==> config.mk <==
export PLATFORM = sky130hd
export DESIGN_NAME = blk_d133c3_flat
export DESIGN_NICKNAME = d
export VERILOG_FILES = /design/src/rtl/blk_d133c3_pkg.sv /design/src/rtl/blk_d133c3_if.sv /design/src/rtl/blk_d133c3_rr_arbiter.sv /design/src/rtl/blk_d133c3.sv /design/src/flat_wrapper.sv
export SDC_FILE = /design/constraint.sdc
export NUM_CORES = 1
export LEC_CHECK = 0
export CORE_MARGIN = 1
export CORE_UTILIZATION = 39
export DETAILED_ROUTE_END_ITERATION = 16
export HOLD_SLACK_MARGIN = 0.15
export PLACE_DENSITY = 0.85
export SLEW_MARGIN = 20
export SYNTH_ARGS = -nofsm -noshare
export SYNTH_HDL_FRONTEND = slang
export SYNTH_SLANG_ARGS = --single-unit
==> constraint.sdc <==
create_clock -name clk -period 3.1 [get_ports clk]
set_input_delay 0.62 -clock clk [delete_from_list [all_inputs] [get_ports clk]]
set_output_delay 0.62 -clock clk [all_outputs]
set_load 0.1 [all_outputs]
==> src/rtl/blk_d133c3_pkg.sv <==
// Shared types and sizing helpers for the debug-master packet arbiter.
package blk_d133c3_pkg;

    typedef enum logic {
        IDLE   = 1'b0,
        LOCKED = 1'b1
    } state_t;

    // Grant index width; never narrower than one bit.
    function automatic int grant_w(input int n);
        return (n <= 2) ? 1 : $clog2(n);
    endfunction

endpackage

==> src/rtl/blk_d133c3_if.sv <==
// Bundle of the NUM_IN packet sources plus the single channelized output stream.
interface blk_d133c3_if #(
    parameter int NUM_IN    = 4,
    parameter int DATA_W    = 8,
    parameter int CHANNEL_W = 8
);
    logic [NUM_IN-1:0]        in_valid;
    logic [NUM_IN-1:0]        in_ready;
    logic [NUM_IN*DATA_W-1:0] in_data;
    logic [NUM_IN-1:0]        in_startofpacket;
    logic [NUM_IN-1:0]        in_endofpacket;
    logic                     out_ready;
    logic                     out_valid;
    logic [DATA_W-1:0]        out_data;
    logic                     out_startofpacket;
    logic                     out_endofpacket;
    logic [CHANNEL_W-1:0]     out_channel;

    modport master (
        output in_valid, in_data, in_startofpacket, in_endofpacket, out_ready,
        input  in_ready, out_valid, out_data, out_startofpacket, out_endofpacket, out_channel
    );

    modport slave (
        input  in_valid, in_data, in_startofpacket, in_endofpacket, out_ready,
        output in_ready, out_valid, out_data, out_startofpacket, out_endofpacket, out_channel
    );
endinterface

==> src/rtl/blk_d133c3_rr_arbiter.sv <==
// Combinational round-robin pick: first requester after last_grant, wrapping.
module blk_d133c3_rr_arbiter
    import blk_d133c3_pkg::*;
#(
    parameter int NUM_IN = 4,
    localparam int GW    = grant_w(NUM_IN)
) (
    input  logic [NUM_IN-1:0] req,
    input  logic [GW-1:0]     last_grant,
    output logic [NUM_IN-1:0] grant_oh,
    output logic [GW-1:0]     grant_idx
);

    always_comb begin
        logic          found;
        logic [GW-1:0] sel;
        int            pos;
        grant_oh  = '0;
        grant_idx = '0;
        found     = 1'b0;
        sel       = '0;
        pos       = 0;
        for (int k = 1; k <= NUM_IN; k++) begin
            pos = (int'(last_grant) + k) % NUM_IN;
            sel = GW'(pos);
            if (!found && req[sel]) begin
                found         = 1'b1;
                grant_idx     = sel;
                grant_oh[sel] = 1'b1;
            end
        end
    end

endmodule

==> src/rtl/blk_d133c3.sv <==
// Packet-level round-robin merge of NUM_IN Avalon-ST sources into one channelized
// stream; grant is held for a whole packet, output goes through one register stage.
//
//   state  | meaning
//   IDLE   | between packets; grant chosen round-robin each cycle
//   LOCKED | mid-packet; grant frozen on grant_q until the EOP beat is accepted
module blk_d133c3
    import blk_d133c3_pkg::*;
#(
    parameter int NUM_IN    = 4,
    parameter int DATA_W    = 8,
    parameter int CHANNEL_W = 8
) (
    input  logic         clk,
    input  logic         reset_n,
    blk_d133c3_if.slave  bus,
    output logic         busy,
    output logic         protocol_err
);

    localparam int GW = grant_w(NUM_IN);

    state_t              state;
    state_t              state_nxt;
    logic [GW-1:0]       grant_q;
    logic [GW-1:0]       last_grant;
    logic [GW-1:0]       grant;
    logic [GW-1:0]       arb_idx;
    logic [NUM_IN-1:0]   arb_oh;
    logic                stage_ok;
    logic                accept;
    logic                sel_sop;
    logic                sel_eop;
    logic [DATA_W-1:0]   sel_data;

    logic                out_valid_q;
    logic [DATA_W-1:0]   out_data_q;
    logic                out_sop_q;
    logic                out_eop_q;
    logic [CHANNEL_W-1:0] out_channel_q;

    blk_d133c3_rr_arbiter #(.NUM_IN(NUM_IN)) u_arb (
        .req        (bus.in_valid),
        .last_grant (last_grant),
        .grant_oh   (arb_oh),
        .grant_idx  (arb_idx)
    );

    assign stage_ok = !out_valid_q || bus.out_ready;

    always_ff @(posedge clk or negedge reset_n) begin
        if (!reset_n) state <= IDLE;
        else          state <= state_nxt;
    end

    always_comb begin
        state_nxt = state;
        case (state)
            IDLE:    if (accept && !sel_eop) state_nxt = LOCKED;
            LOCKED:  if (accept && sel_eop)  state_nxt = IDLE;
            default: state_nxt = IDLE;
        endcase
    end

    // in_ready follows the grant only, never the granted source's own valid.
    always_comb begin
        busy        = (state == LOCKED);
        grant       = (state == LOCKED) ? grant_q : arb_idx;
        bus.in_ready = '0;
        if (stage_ok) begin
            if (state == LOCKED) bus.in_ready[grant_q] = 1'b1;
            else                 bus.in_ready = arb_oh;
        end
        accept   = bus.in_valid[grant] && stage_ok;
        sel_sop  = bus.in_startofpacket[grant];
        sel_eop  = bus.in_endofpacket[grant];
        sel_data = bus.in_data[grant*DATA_W +: DATA_W];
    end

    always_ff @(posedge clk or negedge reset_n) begin
        if (!reset_n) begin
            grant_q       <= '0;
            last_grant    <= GW'(NUM_IN - 1);
            protocol_err  <= 1'b0;
            out_valid_q   <= 1'b0;
            out_data_q    <= '0;
            out_sop_q     <= 1'b0;
            out_eop_q     <= 1'b0;
            out_channel_q <= '0;
        end else begin
            if (state == IDLE && accept) grant_q <= grant;
            if (accept && sel_eop)       last_grant <= grant;
            protocol_err <= accept && ((state == IDLE && !sel_sop) ||
                                       (state == LOCKED && sel_sop));
            if (stage_ok) begin
                out_valid_q <= accept;
                if (accept) begin
                    out_data_q    <= sel_data;
                    out_sop_q     <= sel_sop;
                    out_eop_q     <= sel_eop;
                    out_channel_q <= CHANNEL_W'(grant);
                end
            end
        end
    end

    assign bus.out_valid         = out_valid_q;
    assign bus.out_data          = out_data_q;
    assign bus.out_startofpacket = out_sop_q;
    assign bus.out_endofpacket   = out_eop_q;
    assign bus.out_channel       = out_channel_q;

endmodule

==> src/flat_wrapper.sv <==
// flat-port wrapper written by rule: the top's interface ports become plain ports
module blk_d133c3_flat import blk_d133c3_pkg::*;
#(
    parameter int NUM_IN    = 4,
    parameter int DATA_W    = 8,
    parameter int CHANNEL_W = 8
)
  (clk, reset_n, busy, protocol_err, bus_in_valid, bus_in_data, bus_in_startofpacket, bus_in_endofpacket, bus_out_ready, bus_in_ready, bus_out_valid, bus_out_data, bus_out_startofpacket, bus_out_endofpacket, bus_out_channel);
  blk_d133c3_if #(.NUM_IN(NUM_IN), .DATA_W(DATA_W), .CHANNEL_W(CHANNEL_W)) bus_i ();
  input  logic clk;
  input  logic reset_n;
  output logic busy;
  output logic protocol_err;
  input wire logic [$bits(bus_i.in_valid)-1:0] bus_in_valid;
  input wire logic [$bits(bus_i.in_data)-1:0] bus_in_data;
  input wire logic [$bits(bus_i.in_startofpacket)-1:0] bus_in_startofpacket;
  input wire logic [$bits(bus_i.in_endofpacket)-1:0] bus_in_endofpacket;
  input wire logic [$bits(bus_i.out_ready)-1:0] bus_out_ready;
  output wire logic [$bits(bus_i.in_ready)-1:0] bus_in_ready;
  output wire logic [$bits(bus_i.out_valid)-1:0] bus_out_valid;
  output wire logic [$bits(bus_i.out_data)-1:0] bus_out_data;
  output wire logic [$bits(bus_i.out_startofpacket)-1:0] bus_out_startofpacket;
  output wire logic [$bits(bus_i.out_endofpacket)-1:0] bus_out_endofpacket;
  output wire logic [$bits(bus_i.out_channel)-1:0] bus_out_channel;
  assign bus_i.in_valid = bus_in_valid;
  assign bus_i.in_data = bus_in_data;
  assign bus_i.in_startofpacket = bus_in_startofpacket;
  assign bus_i.in_endofpacket = bus_in_endofpacket;
  assign bus_i.out_ready = bus_out_ready;
  assign bus_in_ready = bus_i.in_ready;
  assign bus_out_valid = bus_i.out_valid;
  assign bus_out_data = bus_i.out_data;
  assign bus_out_startofpacket = bus_i.out_startofpacket;
  assign bus_out_endofpacket = bus_i.out_endofpacket;
  assign bus_out_channel = bus_i.out_channel;
  blk_d133c3 #(.NUM_IN(NUM_IN), .DATA_W(DATA_W), .CHANNEL_W(CHANNEL_W)) u_core (.clk(clk), .reset_n(reset_n), .bus(bus_i), .busy(busy), .protocol_err(protocol_err));
endmodule
==> impl_metrics.env, run 1 <==
export IMPL_synthFlopType="dfrtp_1"
export IMPL_yosys_area_share_simple=0.161
export IMPL_grt_max_degree=20
export IMPL_syn_area_per_cell_um2=9.06
export IMPL_synth_adder_area_share=0.0567
export IMPL_dp_hpwl_um=3640
export IMPL_cts_buffers=3
export IMPL_drive_gt1_frac=0.318
export IMPL_synth_edf_count=0
export IMPL_antenna_found_initial=0
export IMPL_post_route_worst_setup_slack_ns=-0.136
export IMPL_synth_cells=195
export IMPL_synth_seq_cells=19
export IMPL_finalSetupTns_ns=-0.242
export IMPL_wirelength_um=4550
export IMPL_ant_nets=0
export IMPL_die_w_um=69.3
export IMPL_layout_min_cycle_time_ns=3.24
export IMPL_grt_pass1_vias=1740
export IMPL_io_pins=72
export IMPL_cp_arrival_ns=2.62
export IMPL_h_tree_depth=1
export IMPL_core_area_um2=4350
export IMPL_whs_path_depth=2
export IMPL_cts_root_buf="clkbuf_8"
export IMPL_antenna_cells=0
export IMPL_clk_latency_ns=0.25
export IMPL_fp_row_count=24
export IMPL_synth_warnings=0
export IMPL_synthMuxAreaShare=0.246
export IMPL_cts_tree="done"
export IMPL_synthArstFlopShare=1.00
export IMPL_setup_viol=4
export IMPL_ys_seq_area_frac=0.271
export IMPL_synth_top_cell_by_area="dfrtp_1"
export IMPL_ys_types=46
export IMPL_synth_xor_area_share=0.00496
export IMPL_grt_first_pass_wirelength_um=7780
export IMPL_worstMarginPinSlew_ns=0.840
export IMPL_start_util=0.406
export IMPL_die_area_um2=4800
export IMPL_hold_viol_final=0
export IMPL_gp_congestion=0.855
export IMPL_fmax_mhz=309
export IMPL_final_max_slew_viol_count=0
export IMPL_cp_end_kind="output pin"
export IMPL_cts_sinks=19
export IMPL_mostFrequentLayoutCells="46 x buf_4, 42 x clkdlybuf4s50_1, 27 x nand2_1"
export IMPL_synth_area_top_cells="dfrtp_1 24%, mux2i_1 12%, mux2_2 6.4%"
export IMPL_overflow=0
export IMPL_max_slew_margin_rel=0.438
export IMPL_postCtsHoldBufs=0
export IMPL_drtIter0Drc=45
export IMPL_vias=1741
export IMPL_nets=336
export IMPL_violations="negative setup slack"
export IMPL_die_y_um=69.3
export IMPL_dr_pass1_iters=4
export IMPL_via_per_inst=5.24
export IMPL_final_common_cell="buf_4"
export IMPL_worstSetupPathType="flop to output pin"
export IMPL_wl_per_cell_um=13.7
export IMPL_cp_start_kind="flop"
export IMPL_synth_top_area_share=0.241
export IMPL_cp_max_fo=7
export IMPL_rsz0062_at_grt="true"
export IMPL_finalClockSkew_ns=0.00343
export IMPL_numPortBuffers=65
export IMPL_syn_to_final_growth_pct=56.4
export IMPL_synth_compound_area_frac=0.170
export IMPL_clockBufferDepth=2
export IMPL_syn_area_um2=1770
export IMPL_hold_path_class="flop to flop"
export IMPL_timing_final_crit_share=1.04
export IMPL_grt_usage=0.198
export IMPL_synth_top_family_by_area="multiplexers"
export IMPL_drc=0
export IMPL_clkTransAtPathRegs_ns=0.07
export IMPL_status="complete, but fails checks"
export IMPL_cp_required_ns=2.48
export IMPL_cap_violations=0
export IMPL_rr_worst_depth=10
## area by class of cell
type	count	area, um^2
fill	359	1590
multi-input combinational	155	1250
timing repair buffer	98	912
sequential	19	478
tap	52	65.1
clock buffer	4	45.0
inverter	4	17.5
## critical path, stage by stage, from the launching register on
cell and delay, ns:
dfstp_2 0.57, buf_6 0.13, mux4_2 0.62, a222oi_1 0.42
a21oi_1 0.14, a31oi_2 0.26, nor2_4 0.06, buf_12 0.16
## cell usage after synthesis (3+ instances only)
cell	count
nand2_1	29
mux2i_1	22
dfrtp_1	17
nor2_1	13
o21ai_0	12
mux2_2	10
buf_4	9
a21oi_1	8
ha_1	8
clkbuf_1	7
inv_1	4
mux4_2	4
nand2b_1	4
a221oi_1	3
and3_1	3
buf_6	3
nor2b_1	3
o31ai_1	3
## kinds of logic (layout without fill, tap and decap cells)
family,after synthesis,count (layout)
AO/OA/AOI/OAI,43,43
XOR/XNOR,1,1
adder cells (fa/ha/maj),8,8
buffers and inverters,26,106
flip-flops,19,19
multiplexers,37,37
other,1,6
AND/OR/NAND/NOR,60,60
## flip-flops by register name (all words and copies together) (netlist names), named ones only
signal,count
u_core.last_grant,2
u_core.bus.out_data,8
u_core.grant_q,2
u_core.bus.out_endofpacket,1
u_core.bus.out_valid,1
u_core.bus.out_channel,2
u_core.protocol_err,1
u_core.bus.out_startofpacket,1
## stage by stage
| step | setup slack (ns) | utilization | hold slack, ns | area, um^2 | cells |
|---|---|---|---|---|---|
| 2_1_floorplan | -0.267 | - | 0.324 | 1860 | 200 |
| 3_3_place_gp | -0.262 | 0.609 | 0.461 | 2650 | 322 |
| 3_5_place_dp | -0.323 | 0.609 | 0.476 | 2650 | 322 |
| 4_1_cts | -0.0966 | 0.632 | 0.493 | 2750 | 331 |
| 5_1_grt | -0.177 | 0.635 | 0.528 | 2760 | 332 |
| 6_report | -0.136 | 0.635 | 0.490 | 2760 | 332 |
## per-layer routing
layer | up-vias | part of all wire | wire [um] | global-route usage
met4 | 0 | 0.019 | 87 | 0.0522
met2 | 57 | 0.53 | 2390 | 0.357
li1 | 862 | - | - | -
met3 | 10 | 0.059 | 267 | 0.0480
met1 | 812 | 0.40 | 1810 | 0.233
met5 | - | 0 | 0 | 0
## repair_timing
item	in CTS	in global routing
cloned	0	0
setup buffers	5	1
setup endpoints to repair	5	4
resized for setup	10	1
pin swaps	7	4
## path summary, 6_finish.rpt
path,start,end,slack (ns)
max,u_core.last_grant[0],bus_in_ready[3],-0.14
max in group asynchronous,reset_n,u_core.bus.out_startofpacket,1.73
min,u_core.bus.out_data[2],u_core.bus.out_data[2],0.49
min reg2reg,u_core.bus.out_data[2],u_core.bus.out_data[2],0.49
min in group asynchronous,reset_n,u_core.bus.out_data[6],0.84
max reg2reg,u_core.last_grant[0],u_core.last_grant[0],0.10
Power of run 1 is left out: the tool's default activity adds up to more than one toggle a clock period on the data nets, which glitch-free logic cannot reach.
==> run 2: changes to the inputs <==
Settings changed: GPL_TIMING_DRIVEN set to 0.
==> impl_metrics.env, run 2 (synthesis results as in run 1) <==
export IMPL_mostFrequentLayoutCells="57 x clkdlybuf4s50_1, 29 x nand2_1, 24 x buf_4"
export IMPL_cts_tree="done"
export IMPL_drc=0
export IMPL_numPortBuffers=65
export IMPL_dr_pass1_iters=5
export IMPL_clockBufferDepth=2
export IMPL_overflow=0
export IMPL_fillers=340
export IMPL_die_y_um=69.3
export IMPL_antenna_found_initial=0
export IMPL_nets=340
export IMPL_postCtsHoldBufs=0
export IMPL_cts_root_buf="clkbuf_8"
export IMPL_die_area_um2=4800
export IMPL_syn_to_final_growth_pct=60.8
export IMPL_grt_usage=0.205
export IMPL_gp_congestion=0.803
export IMPL_clkTransAtPathRegs_ns=0.07
export IMPL_rsz0062_at_grt="true"
export IMPL_dp_hpwl_um=3610
export IMPL_cts_buffers=3
export IMPL_core_area_um2=4350
export IMPL_worstMarginPinSlew_ns=0.988
export IMPL_drtIter0Drc=128
export IMPL_max_stage_delay_ns=0.56
export IMPL_wirelength_um=4980
export IMPL_start_util=0.406
export IMPL_cp_arrival_ns=2.65
export IMPL_clk_latency_ns=0.25
export IMPL_fp_row_count=24
export IMPL_timing_final_crit_share=1.05
export IMPL_max_slew_margin_rel=0.339
export IMPL_layout_min_cycle_time_ns=3.27
export IMPL_antenna_cells=0
export IMPL_post_route_worst_setup_slack_ns=-0.165
export IMPL_fmax_mhz=306
export IMPL_final_max_slew_viol_count=0
export IMPL_final_common_cell="clkdlybuf4s50_1"
export IMPL_wl_per_cell_um=14.8
export IMPL_drive_gt1_frac=0.264
export IMPL_hold_viol_final=0
export IMPL_finalClockSkew_ns=0.000813
export IMPL_worstSetupPathType="flop to output pin"
export IMPL_via_per_inst=5.38
export IMPL_status="complete, but fails checks"
export IMPL_cp_start_kind="flop"
export IMPL_cp_max_fo=7
export IMPL_setup_viol=4
export IMPL_cap_violations=0
export IMPL_grt_met1_usage=0.234
export IMPL_cts_sinks=19
export IMPL_ant_nets=0
export IMPL_vias=1807
export IMPL_postLayoutCoreUtil=0.652
export IMPL_crit_slowest_cell="dfstp_2"
export IMPL_multiInputGateArea_um2=1260
export IMPL_use_met2=0.386
export IMPL_cp_required_ns=2.48
export IMPL_hold_path_class="flop to flop"
export IMPL_grt_pass1_vias=1792
export IMPL_violations="negative setup slack"
export IMPL_die_w_um=69.3
export IMPL_top_usage_layer="met2"
export IMPL_path_cells="clkinvlp_4, ha_4, mux4_2, a222oi_1, a21oi_1, a31oi_2, nor2_4, buf_12"
export IMPL_io_pins=72
export IMPL_use_met3=0.0523
export IMPL_largest_register_ff_count=8
export IMPL_h_tree_depth=1
export IMPL_area_sequential_um2=478
export IMPL_grt_first_pass_wirelength_um=8130
export IMPL_cp_end_kind="output pin"
export IMPL_grt_max_degree=20
==> run 2: cell types whose count changed in the layout (fill, tap and decap cells not counted), moves of 2 or more <==
cell / previous run / this run
buf_4: 46 / 24
clkbuf_1: 1 / 4
nand2_2: 2 / 0
nand2_1: 27 / 29
clkdlybuf4s50_1: 42 / 57
clkbuf_8: 3 / 6
buf_6: 1 / 5
buf_12: 5 / 3
==> run 2: through the flow <==
step,std cells,hold slack [ns],TNS [ns],setup slack [ns],instance area [um^2]
2_1_floorplan,200,0.324,-0.295,-0.267,1860
4_1_cts,332,0.486,-0.484,-0.185,2780
3_3_place_gp,317,0.460,-9.37,-1.41,2570
5_1_grt,336,0.526,-0.796,-0.268,2840
3_5_place_dp,317,0.469,-10.06,-1.42,2570
6_report,336,0.481,-0.490,-0.165,2840
==> run 2: timing repair <==
action | 4_1_cts | 5_1_grt
resized for setup | 52 | 8
setup endpoints to repair | 16 | 16
pin swaps | 6 | 7
hold endpoints to repair | 0 | 0
setup buffers | 11 | 4
==> run 2: worst paths after layout <==
path	cells past startpoint	slack (ns)	from	to
worst max-delay path	8	-0.17	u_core.last_grant[1]	bus_in_ready[3]
worst min-delay path	2	0.48	u_core.bus.out_data[4]	u_core.bus.out_data[4]
worst max register to register	10	0.10	u_core.last_grant[0]	u_core.bus.out_startofpacket
worst min register to register	2	0.48	u_core.bus.out_data[4]	u_core.bus.out_data[4]
max in group asynchronous	1	1.68	reset_n	asynchronous set/reset pin
min in group asynchronous	1	0.87	reset_n	u_core.bus.out_data[0]
==> run 2: per-layer routing <==
metal,part of all wire,vias to the layer above
li1,-,871
met1,0.39,862
met2,0.54,66
met3,0.062,8
met4,0.014,0
met5,0,-
==> run 2: layout make-up <==
class / count / area share
multi-input combinational: 155 / 0.443
timing repair buffer: 80 / 0.278
sequential: 19 / 0.168
buffer: 22 / 0.0626
tap: 52 / 0.0229
clock buffer: 3 / 0.0145
inverter: 4 / 0.00925
clock inverter: 1 / 0.00176
==> run 2: worst max-delay path: cells and delay by family, from the launching register on <==
kind	cells	cell delay, ns
flops	1	0.56
simple gates	1	0.06
compound gates	3	0.75
fa+ha+maj	1	0.29
buf+inv	2	0.31
mux	1	0.42
Power of run 2 is left out for the same reason.
==> run 3: changes to the inputs <==
Settings changed: TNS_END_PERCENT set to 50.
==> impl_metrics.env, run 3 (synthesis results as in run 1) <==
export IMPL_cp_num_buf_inv=3
export IMPL_clkTransAtPathRegs_ns=0.07
export IMPL_cp_start_kind="flop"
export IMPL_violations="negative setup slack"
export IMPL_cts_tree="done"
export IMPL_numPortBuffers=65
export IMPL_cts_buffers=3
export IMPL_cts_root_buf="clkbuf_8"
export IMPL_vias=1793
export IMPL_ant_nets=0
export IMPL_layout_min_cycle_time_ns=3.27
export IMPL_dp_hpwl_um=3480
export IMPL_setup_viol=4
export IMPL_cp_max_fo=7
export IMPL_whs_path_depth=2
export IMPL_antenna_found_initial=0
export IMPL_mostFrequentLayoutCells="57 x clkdlybuf4s50_1, 28 x nand2_1, 21 x mux2i_1"
export IMPL_path_cells="buf_6, inv_6, ha_4, mux4_2, a222oi_1, a21oi_1, a31oi_2, nor2_4, buf_12"
export IMPL_io_pins=72
export IMPL_grt_first_pass_wirelength_um=7890
export IMPL_cts_sinks=19
export IMPL_post_route_worst_setup_slack_ns=-0.172
export IMPL_area_sequential_um2=478
export IMPL_final_common_cell="clkdlybuf4s50_1"
export IMPL_hold_viol_final=0
export IMPL_gp_congestion=0.801
export IMPL_grt_usage=0.198
export IMPL_die_w_um=69.3
export IMPL_grt_pass1_vias=1717
export IMPL_cp_required_ns=2.48
export IMPL_fp_row_count=24
export IMPL_worstMarginPinSlew_ns=0.988
export IMPL_timing_final_crit_share=1.06
export IMPL_crit_cells=9
export IMPL_drtIter0Drc=113
export IMPL_critPathTopFamily="compound AO/OA/AOI/OAI gates"
export IMPL_crit_slowest_cell="dfstp_2"
export IMPL_cap_violations=0
export IMPL_largest_register_ff_count=8
export IMPL_final_max_slew_viol_count=0
export IMPL_syn_to_final_growth_pct=58.2
export IMPL_drc=0
export IMPL_fmax_mhz=306
export IMPL_h_tree_depth=1
export IMPL_clockBufferDepth=2
export IMPL_nets=336
export IMPL_die_area_um2=4800
export IMPL_cp_arrival_ns=2.65
export IMPL_multiInputGateArea_um2=1240
export IMPL_rr_worst_depth=10
export IMPL_finalClockSkew_ns=0.00206
export IMPL_worstSetupPathType="flop to output pin"
export IMPL_start_util=0.406
export IMPL_grt_max_degree=20
export IMPL_holdWs_ns=0.482
export IMPL_core_area_um2=4350
export IMPL_wirelength_um=4760
export IMPL_dr_pass1_iters=4
export IMPL_postCtsHoldBufs=0
export IMPL_antenna_cells=0
export IMPL_fillers=345
export IMPL_status="complete, but fails checks"
export IMPL_rsz0062_at_grt="true"
export IMPL_via_per_inst=5.40
export IMPL_max_slew_margin_rel=0.339
export IMPL_cp_end_kind="output pin"
export IMPL_drive_gt1_frac=0.250
export IMPL_wl_per_cell_um=14.3
export IMPL_overflow=0
export IMPL_clk_latency_ns=0.26
export IMPL_hold_path_class="flop to flop"
export IMPL_die_y_um=69.3
export IMPL_max_stage_delay_ns=0.54
## run 3: cell count changes in the layout (fill, tap and decap cells not counted), sizes merged
| cell | change |
|---|---|
| clkinv | -1 |
| clkbuf | +1 |
| buf | -4 |
## run 3: worst paths after layout
kind,from,end,slack (ns)
max,u_core.last_grant[0],bus_in_ready[3],-0.17
min in group asynchronous,reset_n,u_core.bus.out_data[0],0.86
max in group asynchronous,reset_n,asynchronous set/reset pin,1.70
min,u_core.bus.out_data[2],u_core.bus.out_data[2],0.48
max reg2reg,u_core.last_grant[0],u_core.bus.out_startofpacket,0.07
min reg2reg,u_core.bus.out_data[2],u_core.bus.out_data[2],0.48
## run 3: metal layers
metal	routed length (um)	GRT usage
met1	1930	0.242
met2	2460	0.358
met3	356	0.0494
met4	15	0.0272
met5	0	0
## run 3: repair_timing
action                     4_1_cts  5_1_grt
pin swaps                        3        5
resized for setup               52        8
setup buffers                   10        1
setup endpoints to repair       17       14
## run 3: cell type report
cell class | instances | share of cell area
repair buffers | 76 | 0.270
well taps | 52 | 0.0233
inverters | 4 | 0.00850
clock buffers | 4 | 0.0161
flip-flops and latches | 19 | 0.171
multi-input cells | 155 | 0.445
plain buffers | 22 | 0.0654
## run 3: stage by stage
stage / worst slack, ns / instances / utilization / setup TNS, ns / area (um^2)
floorplan: -0.268 / 200 / - / -0.563 / 1850
global placement: -1.42 / 317 / 0.590 / -9.59 / 2570
detailed placement: -1.41 / 317 / 0.590 / -10.22 / 2570
CTS: -0.154 / 331 / 0.636 / -0.341 / 2770
global route: -0.231 / 332 / 0.642 / -0.683 / 2800
finish: -0.172 / 332 / 0.642 / -0.344 / 2800
## run 3: tightest hold or removal path: cells and delay by family, from the launching register on
family             cells  cell delay [ns]
and+or+nand+nor        1             0.04
DFF                    1             0.34
AOI/OAI and AO/OA      1             0.06
Power of run 3 is left out for the same reason.
